===== src/rtl/vib_pkg.sv =====
// rtl/vib_pkg.sv - shared constants and state encodings for the vibration FFT path
package vib_pkg;
    localparam int FFT_LEN    = 64;
    localparam int SAMPLE_W   = 8;
    localparam int BIN_W      = 11;
    localparam int MAG_W      = 2 * BIN_W;
    localparam int FIFO_DEPTH = 32;

    typedef enum logic [1:0] {
        WAIT_SYNC = 2'd0,
        KEEP      = 2'd1,
        SKIP      = 2'd2
    } seq_state_t;
endpackage


===== src/rtl/bin_fifo.sv =====
// rtl/bin_fifo.sv - single-clock FIFO for magnitude bins awaiting the UART
module bin_fifo #(
    parameter int WIDTH = 22,
    parameter int DEPTH = 32
) (
    input  logic             sys_clock,
    input  logic             reset,
    input  logic             push,
    input  logic [WIDTH-1:0] din,
    input  logic             pop,
    output logic [WIDTH-1:0] dout,
    output logic             full,
    output logic             empty
);
    localparam int AW = $clog2(DEPTH);

    logic [WIDTH-1:0] mem [DEPTH];
    logic [AW:0]      wr_ptr;
    logic [AW:0]      rd_ptr;
    logic             do_push;
    logic             do_pop;

    assign empty   = (wr_ptr == rd_ptr);
    assign full    = (wr_ptr[AW] != rd_ptr[AW]) && (wr_ptr[AW-1:0] == rd_ptr[AW-1:0]);
    assign do_pop  = pop & ~empty;
    // A full FIFO still accepts a push when the head leaves in the same cycle.
    assign do_push = push & (~full | do_pop);
    assign dout    = mem[rd_ptr[AW-1:0]];

    always_ff @(posedge sys_clock) begin
        if (reset) begin
            wr_ptr <= '0;
            rd_ptr <= '0;
        end else begin
            if (do_push) wr_ptr <= wr_ptr + 1'b1;
            if (do_pop)  rd_ptr <= rd_ptr + 1'b1;
        end
    end

    always_ff @(posedge sys_clock) begin
        if (do_push) mem[wr_ptr[AW-1:0]] <= din;
    end
endmodule


===== src/rtl/fft_frame_sequencer.sv =====
// rtl/fft_frame_sequencer.sv - paces the FFT from accel samples, keeps positive bins, feeds UART
module fft_frame_sequencer #(
    parameter int FFT_LEN    = vib_pkg::FFT_LEN,
    parameter int SAMPLE_W   = vib_pkg::SAMPLE_W,
    parameter int BIN_W      = vib_pkg::BIN_W,
    parameter int FIFO_DEPTH = vib_pkg::FIFO_DEPTH
) (
    input  logic                  sys_clock,
    input  logic                  reset,
    input  logic                  enable,
    input  logic                  accel_osync,
    input  logic [SAMPLE_W-1:0]   accel_data,
    output logic                  fft_ce,
    output logic [2*SAMPLE_W-1:0] fft_sample,
    input  logic [2*BIN_W-1:0]    fft_result,
    input  logic                  fft_osync,
    output logic [2*BIN_W-1:0]    uart_word,
    output logic                  uart_valid,
    input  logic                  uart_busy,
    output logic                  frame_done,
    output logic [7:0]            frame_count,
    output logic                  overflow,
    output logic [1:0]            state
);
    import vib_pkg::*;

    localparam int MW    = 2 * BIN_W;
    localparam int CNT_W = $clog2(FFT_LEN);
    localparam logic [CNT_W-1:0] LAST_KEEP = CNT_W'(FFT_LEN / 2 - 1);
    localparam logic [CNT_W-1:0] LAST_BIN  = CNT_W'(FFT_LEN - 1);

    seq_state_t       state_q, state_d;
    logic [CNT_W-1:0] bin_cnt_q, bin_cnt_d;
    logic             osync_prev;
    logic             accel_rise;
    logic             capture, capture_last;
    logic             push_q, last_q;
    logic [MW-1:0]    mag, mag_q;
    logic signed [MW-1:0] re_x, im_x, re_sq, im_sq;
    logic             fifo_full, fifo_empty, pop;

    assign accel_rise = accel_osync & ~osync_prev;

    // Sign-extend before squaring so the product is taken at full magnitude width.
    assign re_x  = {{BIN_W{fft_result[MW-1]}}, fft_result[MW-1:BIN_W]};
    assign im_x  = {{BIN_W{fft_result[BIN_W-1]}}, fft_result[BIN_W-1:0]};
    assign re_sq = re_x * re_x;
    assign im_sq = im_x * im_x;
    assign mag   = re_sq + im_sq;

    always_comb begin
        state_d      = state_q;
        bin_cnt_d    = bin_cnt_q;
        capture      = 1'b0;
        capture_last = 1'b0;
        if (fft_ce) begin
            if (fft_osync) begin
                capture   = 1'b1;
                state_d   = KEEP;
                bin_cnt_d = CNT_W'(1);
            end else begin
                case (state_q)
                    KEEP: begin
                        capture   = 1'b1;
                        bin_cnt_d = bin_cnt_q + 1'b1;
                        if (bin_cnt_q == LAST_KEEP) begin
                            capture_last = 1'b1;
                            state_d      = SKIP;
                        end
                    end
                    SKIP: begin
                        bin_cnt_d = bin_cnt_q + 1'b1;
                        if (bin_cnt_q == LAST_BIN) begin
                            state_d   = KEEP;
                            bin_cnt_d = '0;
                        end
                    end
                    default: ;
                endcase
            end
        end
    end

    always_ff @(posedge sys_clock) begin
        if (reset) begin
            osync_prev  <= 1'b0;
            fft_ce      <= 1'b0;
            fft_sample  <= '0;
            state_q     <= WAIT_SYNC;
            bin_cnt_q   <= '0;
            push_q      <= 1'b0;
            last_q      <= 1'b0;
            mag_q       <= '0;
            frame_count <= '0;
            overflow    <= 1'b0;
        end else begin
            osync_prev <= accel_osync;
            fft_ce     <= accel_rise & enable;
            if (accel_rise & enable) fft_sample <= {accel_data, {SAMPLE_W{1'b0}}};
            state_q    <= state_d;
            bin_cnt_q  <= bin_cnt_d;
            push_q     <= capture;
            last_q     <= capture_last;
            if (capture) mag_q <= mag;
            if (frame_done) frame_count <= frame_count + 8'd1;
            if (push_q & fifo_full & ~pop) overflow <= 1'b1;
        end
    end

    assign frame_done = push_q & last_q;
    assign state      = state_q;
    assign uart_valid = ~fifo_empty;
    assign pop        = ~fifo_empty & ~uart_busy;

    bin_fifo #(
        .WIDTH(MW),
        .DEPTH(FIFO_DEPTH)
    ) u_bin_fifo (
        .sys_clock(sys_clock),
        .reset    (reset),
        .push     (push_q),
        .din      (mag_q),
        .pop      (pop),
        .dout     (uart_word),
        .full     (fifo_full),
        .empty    (fifo_empty)
    );
endmodule

===== config.mk =====
export PLATFORM = sky130hd
export DESIGN_NAME = fft_frame_sequencer
export DESIGN_NICKNAME = d
export VERILOG_FILES = /design/src/rtl/vib_pkg.sv /design/src/rtl/bin_fifo.sv /design/src/rtl/fft_frame_sequencer.sv
export SDC_FILE = /design/constraint.sdc
export NUM_CORES = 1
export LEC_CHECK = 0
export CORE_AREA = 2 2 269 271
export DETAILED_ROUTE_END_ITERATION = 16
export DIE_AREA = 0 0 271 273
export HOLD_SLACK_MARGIN = 0.06
export PLACE_DENSITY_LB_ADDON = 0.1
export SLEW_MARGIN = 20
export SYNTH_ARGS = -nofsm -noshare
export SYNTH_HDL_FRONTEND = slang
export SYNTH_SLANG_ARGS = --single-unit

===== constraint.sdc =====
create_clock -name sys_clock -period 10.4 [get_ports sys_clock]
set_clock_uncertainty 0.2 [all_clocks]
set_input_delay 2.6 -clock sys_clock [delete_from_list [all_inputs] [get_ports sys_clock]]
set_output_delay 2.6 -clock sys_clock [all_outputs]
set_load 0.01 [all_outputs]

After elaboration in Yosys (flattened, before gate mapping)

Memories as Yosys holds them, arrays and structs flattened. A register that Yosys moved wholly into a read port is not among the register bits.
Index checks and enable logic that the tools add are counted.

Register bits: 63
Memory bits (writable): 704
Input port bits: 36
Output and inout port bits: 52
Logic and storage cells: 65
Memories: 1

Add/subtract/negate cells: 5
Multipliers: 2
Eq/ne operators: 9
Mux-type cells: 15
Bitwise gates (word level): 16
Reductions and logical operators: 5

Memory list:

| name           | depth | width | read ports | clocked after memory_dff | write ports | RTL line       | text |
|---|---|---|---|---|---|---|---|
| u_bin_fifo.mem | 32    | 22    | 1          | 1                        | 1           | bin_fifo.sv:17 | `logic [WIDTH-1:0] mem [DEPTH];` |

Operators with widths:

| kind                | number |
|---|---|
| $mul 11x11->22      | 2 |
| $add 22x22->22      | 1 |
| $add 6x1->6 const B | 3 |
| $mux 6              | 2 |
| $pmux 6 s2          | 1 |
| $mux 5              | 2 |
| $add 8x1->8 const B | 1 |
| $and 1x1->1         | 8 |
| $not 1->1           | 7 |
| $eq 6x5->1 const B  | 1 |
| $eq 6x6->1          | 1 |
| $eq 6x6->1 const B  | 1 |
| $mux 1              | 6 |
| $mux 2              | 3 |
| $ne 3x3->1 const B  | 2 |
| $eq 5x5->1          | 1 |
| $pmux 2 s2          | 1 |
| $reduce_and 4->1    | 1 |
| $reduce_or 4->1     | 1 |
| $reduce_bool 3->1   | 1 |
| $eq 2x1->1 const B  | 1 |
| $eq 2x2->1 const B  | 1 |
| $reduce_and 2->1    | 1 |
| $logic_and 1x1->1   | 1 |
| other kinds (2)     | 2 |

Depth between registers and ports, before layout

Gate-level depths: netlist of the first run.

Depth in word-level cells: 8
Depth in mapped cells: 23
Gate-level depth less buffers: 22

Cells and area by module

Synthesis of the first run repeated with hierarchy kept, for this count alone.

Cells, all modules: 2747
Area total of the unflattened synthesis: 38772.2 sq um

Modules (own cells, without submodules):

| module              | times used | cells each | area an instance (sq um) | sequential area each (sq um) |
|---|---|---|---|---|
| bin_fifo            | 1          | 1611       | 28153.3                  | 21480.6 |
| fft_frame_sequencer | 1          | 1136       | 10618.9                  | 1021.0 |

Least setup slack after synthesis of the first run

Ideal clock, no wire load.

Kind: input to register
Start: input port fft_result[12]
End: register mag_q[19]
Library setup time: 0.117 ns
Arrival time: 8.459 ns
Data required time: 10.083 ns
Setup slack: 1.624 ns
Stages: 21
Buffers on the path: 2
Path through: clkbuf_1 nand2_1 inv_1 fa_1 fa_1 inv_1 fa_1 inv_1 fa_1 fa_1 fa_1 inv_1 fa_1 inv_1 ha_1 clkbuf_1 and3_1 a211oi_1 a21oi_1 or4_1 a32o_1

Cells in the longest elaborated chain, start to end: 2

RTL lines:

| element              | RTL line                   | text |
|---|---|---|
| start, declared      | fft_frame_sequencer.sv:15  | `input logic [2*BIN_W-1:0] fft_result,` |
| $mul 11x11->22       | fft_frame_sequencer.sv:47  | `assign re_sq = re_x * re_x;` |
| $add 22x22->22       | fft_frame_sequencer.sv:49  | `assign mag = re_sq + im_sq;` |
| end signal, assigned | fft_frame_sequencer.sv:104 | `if (capture) mag_q <= mag;` |
| end, declared        | fft_frame_sequencer.sv:38  | `logic [MW-1:0] mag, mag_q;` |

No other way between the ends.
A chain may end at the register's enable or synchronous reset.

Worst setup path after layout of the first run

Start: input port fft_result[13]
End: register mag_q[19]

Same word-level chain as after synthesis.

==> run summary, run 1 <==
Counting flops with an async set or reset pin after synthesis yields a share of 0%. The class of the worst hold path was flip-flop to flip-flop. After global routing the overflow that remains totals 0. Summed over all nets, wire length on met3 after detailed routing comes to 4.78 mm.

In the synthesized netlist the dominant register cell turns out to be sky130_fd_sc_hd__edfxtp_1. The dominant cell by count in the synthesized netlist is sky130_fd_sc_hd__edfxtp_1. By count the netlist is led by sky130_fd_sc_hd__edfxtp_1, sky130_fd_sc_hd__inv_1, sky130_fd_sc_hd__fa_1. The floorplan step set the die width to 271 um. Summing all placed instances gives a cell area of 40200 um2.

Measured against its own limit, the worst slew margin works out to 23.6%. In this run the core area contains 98 standard-cell rows. Sequential cells were found to cover 59.0% of the synthesized design area.

For the detailed route wirelength on metal2, the log shows 42.9 mm. Critical path's slowest cell: sky130_fd_sc_hd__clkdlybuf4s50_1. Cells fill 60.3% of the core in the end. The number of different library cells used by synthesis comes to 56. Along the worst path, the maximum fanout reaches 12. The routed design could run at a clock period as short as 9.21 ns.

By instance count, the cell type seen most on the critical path is sky130_fd_sc_hd__fa_1. The tools report the number of warnings issued by yosys as 0. After floorplanning, the core was sized to cover 71000 um2. The number of antenna diodes in the final layout is 0. The die boundary height came out at 273 um.

Clock tree synthesis inserted a total of 78 buffers. The tools report the count of instances resized after the clock tree is built as 0. The HPWL after detailed placement is 54.7 mm. In the routed layout, each cell is associated on average with a via count of 5.76.

Worst-case vdd ir drop: 0.451 mV. Dividing total power by cell area gives a power density of 296 nW/um2. The final critical path takes up 88.6% of the cycle. The synthesized flop and latch total is 772, and the total negative setup slack is 0 ns. The run finished with clean final reports.

The first global-routing pass estimated 129 mm of wire. The area used by multi-input combinational logic came out at 14100 um2. The critical setup path kind is input pin to flip-flop. In this run the cell area of the synthesized design comes to 38200 um2.

TritonCTS built the clock tree. The buffer cell driving the clock tree root was sky130_fd_sc_hd__clkbuf_16. In this design, the stage delay of the slowest critical-path cell is 0.81 ns. Derived from the worst setup path, the maximum achievable clock frequency is 109 MHz. The share of synthesized area in the top cell type comes to 55.4%.

Broken down by cell family, the worst path's largest delay share belongs to adder cells. The max-capacitance violation count was 0. The final total power was 0.0127 W; the initial core utilization was 53.8%. The detailed router put a total of 35.8 mm of wire on met1. The clock insertion delay at the later pin of the skew report is 0.61 ns, and the maximum clock path buffer count is 3.

For this run, design rule violations remaining after detail routing come to 0. Count of buffers inserted at the top-level ports: 79. The worst setup path is launched from an input pin. Walking the worst path, the cells encountered are clkdlybuf4s50_1 -> and2_1 -> fa_1 -> fa_1 -> inv_1 -> fa_1 -> inv_1 -> fa_1 -> fa_1 -> fa_1 -> inv_1 -> fa_1 -> inv_1 -> ha_1 -> and3_1 -> a211oi_1 -> a21oi_1 -> or4_1 -> a32o_1. The detailed router finished its first iteration with 1661 violations. Setup repair after global routing left no endpoint under its margin. For the final weighted congestion in routability-driven placement, the log shows 0.860. Data required time at the worst endpoint: 10.69 ns. At the worst endpoint, the arrival time is 9.51 ns.

The combined buffer and inverter count along the critical path came out at 5. The run gives 772 as the sink count of the clock tree. The dominant cell type by area after synthesis was sky130_fd_sc_hd__edfxtp_1. After synthesis, the cell types taking the most area are sky130_fd_sc_hd__edfxtp_1, sky130_fd_sc_hd__mux4_2, sky130_fd_sc_hd__fa_1, sky130_fd_sc_hd__dfxtp_1, sky130_fd_sc_hd__inv_1. Hold violation count in the final report: 0.

The finished cells cover 42800 um2. In this run, post-CTS hold repair placed 0 buffers. Across every metal layer, demand over resource in global routing totals 23.8%. Dividing the detail-routed wire length by the instance count gives 25.3 um. The die footprint was 74000 um2; the leakage power summed over all cells was 15.3 nW.

Pin placement for this block handled 88 I/O pins. The filler cell count was 5263. Summing over every cut layer, the via total after detailed routing is 19600. The tools report the endpoint type of the worst setup path as a flip-flop. The number of enable flip-flop cells after synthesis is 704. The number of antenna violations at the first check in global routing is 0, and the final-report setup violation count is 0. Clock-pin slew was measured on the worst setup and hold paths at 0.06 ns.

For the pin with the worst max-slew slack, the measured transition is 1.14 ns. For the max-slew violation total from the final report, the log shows 0. Synthesized area per cell: 16.8 um2. After detailed routing, the total wire length is 86.1 mm.

Relative to the synthesized area, the layout overhead comes to 12.2%. At the end of the flow, the number of nets in the layout was 2753. The via count of the first global-routing pass came out at 20700. The maximum number of pins on one net before global-route repair came out at 152. The highest layer touched by signal routing is met4.

The sequential cell area in the final layout was 22500 um2. The remaining number of nets flagged by the antenna check after routing is 0, and the number of H-tree branching levels is 3. The gate count after technology mapping is 2268.

The number of setup buffers added after CTS is 0. Number of detailed-routing iterations run before antenna repair: 5. The proportion of layout cells with a drive suffix above 1 is 19.2%.
## cell type report
class                   instances  area share, %
flip-flops and latches        772           52.6
multi-input cells            1077           32.9
clock buffers                 107           5.22
inverters                     329           2.88
repair buffers                129           2.86
well taps                     950           2.77
clock inverters                33          0.727
## path summary, 6_finish.rpt
check,depth (start not counted),end,start,slack [ns]
setup / recovery,19,mag_q[19],fft_result[13],1.19
hold / removal,2,mag_q[8],mag_q[8],0.25
setup reg to reg,6,u_bin_fifo.mem[9][0],u_bin_fifo.wr_ptr[3],7.10
hold reg to reg,2,mag_q[8],mag_q[8],0.25
## layer usage
layer	track usage, %	up-vias
met5	0	-
met4	8.08	0
met3	2.88	151
met2	39.7	599
met1	33.1	10400
li1	-	8444
## power by group
part / total (W) / internal (W) / switching (W)
logic: 0.00639 / 0.00275 / 0.00364
clock network: 0.00277 / 0.00163 / 0.00114
registers: 0.00351 / 0.00344 / 0.0000638
## logic make-up after synthesis
group                    Yosys count  share of synthesized area (%)
flip-flops                       772                           59.0
buffers and inverters            426                           4.49
AND/OR/NAND/NOR                  336                           4.21
adder cells (fa/ha/maj)          330                           15.4
multiplexers                     254                           13.9
AO/OA/AOI/OAI                     94                           1.64
XOR/XNOR                          55                           1.30
other                              1                        0.00983
## state kept, by name (all words and copies together) (netlist names), named ones only
register	count
u_bin_fifo.mem	704
u_bin_fifo.wr_ptr	6
fft_ce	1
state	2
overflow	1
frame_count	8
bin_cnt_q	6
mag_q	22
last_q	1
fft_sample	8
osync_prev	1
u_bin_fifo.rd_ptr	6
push_q	1
## cells in the final DEF (no fill, tap or decap), types with 13 or more instances in the layout
master / n
sky130_fd_sc_hd__nor2_2: 22
sky130_fd_sc_hd__clkdlybuf4s50_1: 78
sky130_fd_sc_hd__nand2_1: 97
sky130_fd_sc_hd__and2_1: 35
sky130_fd_sc_hd__clkbuf_16: 82
sky130_fd_sc_hd__nand3_1: 18
sky130_fd_sc_hd__nor2_1: 71
sky130_fd_sc_hd__mux4_2: 220
sky130_fd_sc_hd__nor2b_1: 22
sky130_fd_sc_hd__clkbuf_1: 16
sky130_fd_sc_hd__ha_1: 95
sky130_fd_sc_hd__xor2_1: 16
sky130_fd_sc_hd__dfxtp_1: 46
sky130_fd_sc_hd__inv_1: 329
sky130_fd_sc_hd__fa_1: 235
sky130_fd_sc_hd__buf_4: 45
sky130_fd_sc_hd__a21o_1: 13
sky130_fd_sc_hd__mux2_2: 22
sky130_fd_sc_hd__a21oi_1: 31
sky130_fd_sc_hd__dfxtp_2: 19
sky130_fd_sc_hd__xnor2_1: 38
sky130_fd_sc_hd__edfxtp_1: 704
## worst reg2reg max path, stage by stage (launching register included)
cell and delay, ns:
sky130_fd_sc_hd__dfxtp_1 0.54, sky130_fd_sc_hd__xnor2_1 0.12, sky130_fd_sc_hd__nand3_1 0.20, sky130_fd_sc_hd__o31a_1 0.35
sky130_fd_sc_hd__nand2_1 0.45, sky130_fd_sc_hd__nor2_2 0.69, sky130_fd_sc_hd__buf_4 0.42
## stage by stage
step | std cells | worst slack, ns | hold slack (ns)
CTS | 3394 | 1.23 | 0.255
global placement | 3254 | 0.679 | 0.242
global route | 3397 | 0.898 | 0.275
finish | 3397 | 1.19 | 0.251
detailed placement | 3254 | 0.596 | 0.249
floorplan | 2275 | 1.62 | 0.250
(Power assumes the default switching activity.)
==> inputs of run 2 (changes only) <==
--- a/config.mk
+++ b/config.mk
@@ -10,7 +10,7 @@
 export DIE_AREA = 0 0 271 273
 export HOLD_SLACK_MARGIN = 0.06
 export PLACE_DENSITY_LB_ADDON = 0.1
-export SLEW_MARGIN = 20
+export SLEW_MARGIN = 0
 export SYNTH_ARGS = -nofsm -noshare
 export SYNTH_HDL_FRONTEND = slang
 export SYNTH_SLANG_ARGS = --single-unit
==> run summary, run 2 (synthesis gave the netlist of run 1 again) <==
The number of buffers created by CTS was 78 (unchanged); the sink count of the clock tree was 772 (unchanged). The delay contributed by the slowest stage of the critical path was 0.81 ns (about the same). For the final-report setup violation count, the log shows 0 (unchanged). The tools report the standard cell area after detailed placement as 40200 um2 (unchanged).

The max-slew violation total from the final report was 0 (unchanged); the remaining global-route overflow was 0 (unchanged). The worst-case vdd ir drop was 0.445 mV (-1.2%); the violation count after the first detailed-routing iteration was 1631 (-1.8%). The post-route minimum period is 9.21 ns (-0.00720 ns), and the core utilization of the finished layout is 60.2% (-0.12 points). The number of antenna violations at the first check in global routing was 0 (unchanged). The worst setup path is launched from an input pin. The setup slack of the most critical reg-to-reg path is 7.10 ns (about the same). The proportion of power drawn by flip-flops and latches is 27.7% (about the same), and the sequential cell area in the final layout is 22500 um2 (about the same). The number of placement rows is 98 (unchanged), and the via count of the first global-routing pass is 20700 (unchanged). The fraction of power spent switching nets is 38.3% (+0.042 points). The detail-routed net length per standard cell is 25.4 um (+0.13%), and the number of nets in the finished design is 2750 (-0.11%).

The tools report the endpoint arrival time on the critical path as 9.50 ns (about the same). The cell with the most instances on the worst path is sky130_fd_sc_hd__fa_1. The floorplan die width was 271 um (unchanged). The achievable clock frequency was 109 MHz (about the same).

The share of total power in combinational logic is 50.5% (about the same), and the design area is 42800 um2 (-0.19%). The initial core utilization is 53.8% (unchanged), and the switching component of the power is 0.00486 W (+0.20%). Walking the worst path, the cells encountered are clkdlybuf4s50_1 -> and2_1 -> fa_1 -> fa_1 -> inv_1 -> fa_1 -> inv_1 -> fa_1 -> fa_1 -> fa_1 -> inv_1 -> fa_1 -> inv_1 -> ha_1 -> and3_1 -> a211oi_1 -> a21oi_1 -> or4_1 -> a32o_1. The critical path's slowest cell was sky130_fd_sc_hd__clkdlybuf4s50_1.

The die boundary height is 273 um (unchanged), and the via count is 19600 (+0.11%). Leaving out fill and tap cells, the most frequent cell in the layout is sky130_fd_sc_hd__edfxtp_1. The via count normalized by instance count works out to 5.77 (+0.20%). The cell sitting at the root of the clock tree is a sky130_fd_sc_hd__clkbuf_16. The post-CTS clock slew at the launch and capture registers of the worst setup and hold paths was 0.06 ns (about the same).

The flow ran to the end, and the final reports show no timing, DRC or antenna violations. The headroom to the max-slew limit came out at 13.6% (-10 points). TritonCTS built the clock tree.

The slew of the pin with the lowest slew margin was 1.29 ns (+0.152 ns). Clock insertion delay at the later pin of the skew report: 0.61 ns (about the same). The placed wire-length estimate after detailed placement is 54.7 mm (unchanged), and the number of detailed-routing iterations run before antenna repair is 6 (+1). The critical setup path kind was input pin to flip-flop. The number of DRC violations after detailed routing came out at 0 (unchanged). The final antenna diode count was 0 (unchanged). The maximum clock path buffer count is 3 (unchanged), and the data required time at the worst endpoint is 10.69 ns (about the same).

The maximum number of pins on one net before global-route repair was 152 (unchanged). The run gives 3 (unchanged) as the number of H-tree branching levels. Setup repair after global routing left no endpoint under its margin. In the layout the commonest cells are sky130_fd_sc_hd__edfxtp_1, sky130_fd_sc_hd__inv_1, sky130_fd_sc_hd__fa_1. The area used by multi-input combinational logic is 14100 um2 (unchanged), and the post-route clock period utilization is 88.5% (about the same).

The cell internal power dissipation was 0.00782 W (about the same); the global-route wire length before repair was 129 mm (unchanged). The tools report the placeable core area as 71000 um2 (unchanged). The total negative setup slack is 0 ns (unchanged). The leakage power summed over all cells was 15.3 nW (-0.22%); the die footprint was 74000 um2 (unchanged). The areal power density over the cells came out at 297 nW/um2 (+0.28%). The remaining number of nets flagged by the antenna check after routing is 0 (unchanged). Layout overhead on the synthesized area: 12.0%. The proportion of layout cells with a drive suffix above 1 was 18.4% (-0.84 points). The number of hold-repair buffers added at the cts stage came out at 0 (unchanged). The largest driver fanout on the critical path is 12 (unchanged), and the routed wire length is 86.1 mm (about the same).

The max-capacitance violation count was 0 (unchanged). The final weighted congestion in routability-driven placement was 0.860 (unchanged). The total routing usage reported by global routing is 23.8% (unchanged), and the post-CTS setup buffer count is 0 (unchanged).

Final total power: 0.0127 W (about the same). The count of buffers inserted at the top-level ports was 79 (unchanged); the number of top-level design ports was 88 (unchanged). The min-delay analysis places its worst path in the category flip-flop to flip-flop.

For the hold violation count in the final report, the log shows 0 (unchanged). The worst setup path is captured at a flip-flop. The number of flip-flops under the largest register name was 704 (unchanged). The filler cell count was 5282 (+0.36%); the share of total power in the clock network was 21.9% (about the same). The count of instances resized after the clock tree is built was 0 (unchanged).
-- run 2: cell types whose count changed in the layout (fill, tap and decap cells not counted) --
cell | before | now
sky130_fd_sc_hd__buf_12 | 5 | 2
sky130_fd_sc_hd__dfxtp_1 | 46 | 64
sky130_fd_sc_hd__dfxtp_2 | 19 | 1
-- run 2: power groups by stage --
stage	registers [W]	logic (W)	clock network (W)
6_report	0.00351	0.00640	0.00277
2_1_floorplan	0.00355	0.00481	0
3_5_place_dp	0.00357	0.00633	0
4_1_cts	0.00351	0.00638	0.00282
3_3_place_gp	0.00357	0.00616	0
5_1_grt	0.00351	0.00718	0.00293
-- run 2: area by class of cell --
| class | instances | area share (%) |
|---|---|---|
| Sequential cell | 772 | 52.7 |
| Inverter | 329 | 2.89 |
| Multi-Input combinational cell | 1077 | 33.0 |
| Tap cell | 950 | 2.78 |
| Clock inverter | 33 | 0.729 |
| Timing Repair Buffer | 126 | 2.72 |
| Clock buffer | 107 | 5.23 |
-- run 2: per-stage QoR --
step,hold WS [ns],setup WS (ns),cells
6_report,0.253,1.19,3394
5_1_grt,0.275,0.898,3394
4_1_cts,0.255,1.23,3394
3_5_place_dp,0.249,0.596,3254
3_3_place_gp,0.242,0.679,3254
2_1_floorplan,0.250,1.62,2275
-- run 2: final timing paths --
path | start | endpoint | depth (start not counted)
worst max-delay path | fft_result[13] | mag_q[19] | 19
worst min-delay path | mag_q[8] | mag_q[8] | 2
worst min register to register | mag_q[8] | mag_q[8] | 2
worst max register to register | u_bin_fifo.wr_ptr[3] | u_bin_fifo.mem[20][12] | 5
-- run 2: per-layer routing --
layer / track usage (%) / wire length [um]
met3: 2.88 / 4510
met5: 0 / 0
met1: 33.1 / 36100
met2: 39.7 / 42900
met4: 8.08 / 2600
-- run 2: worst max-delay path, delay by kind of cell --
family,cells,cell delay (ns)
buffers and inverters,5,1.17
and+or+nand+nor,3,0.97
adders and majority gates,8,3.95
AOI/OAI and AO/OA,3,0.81
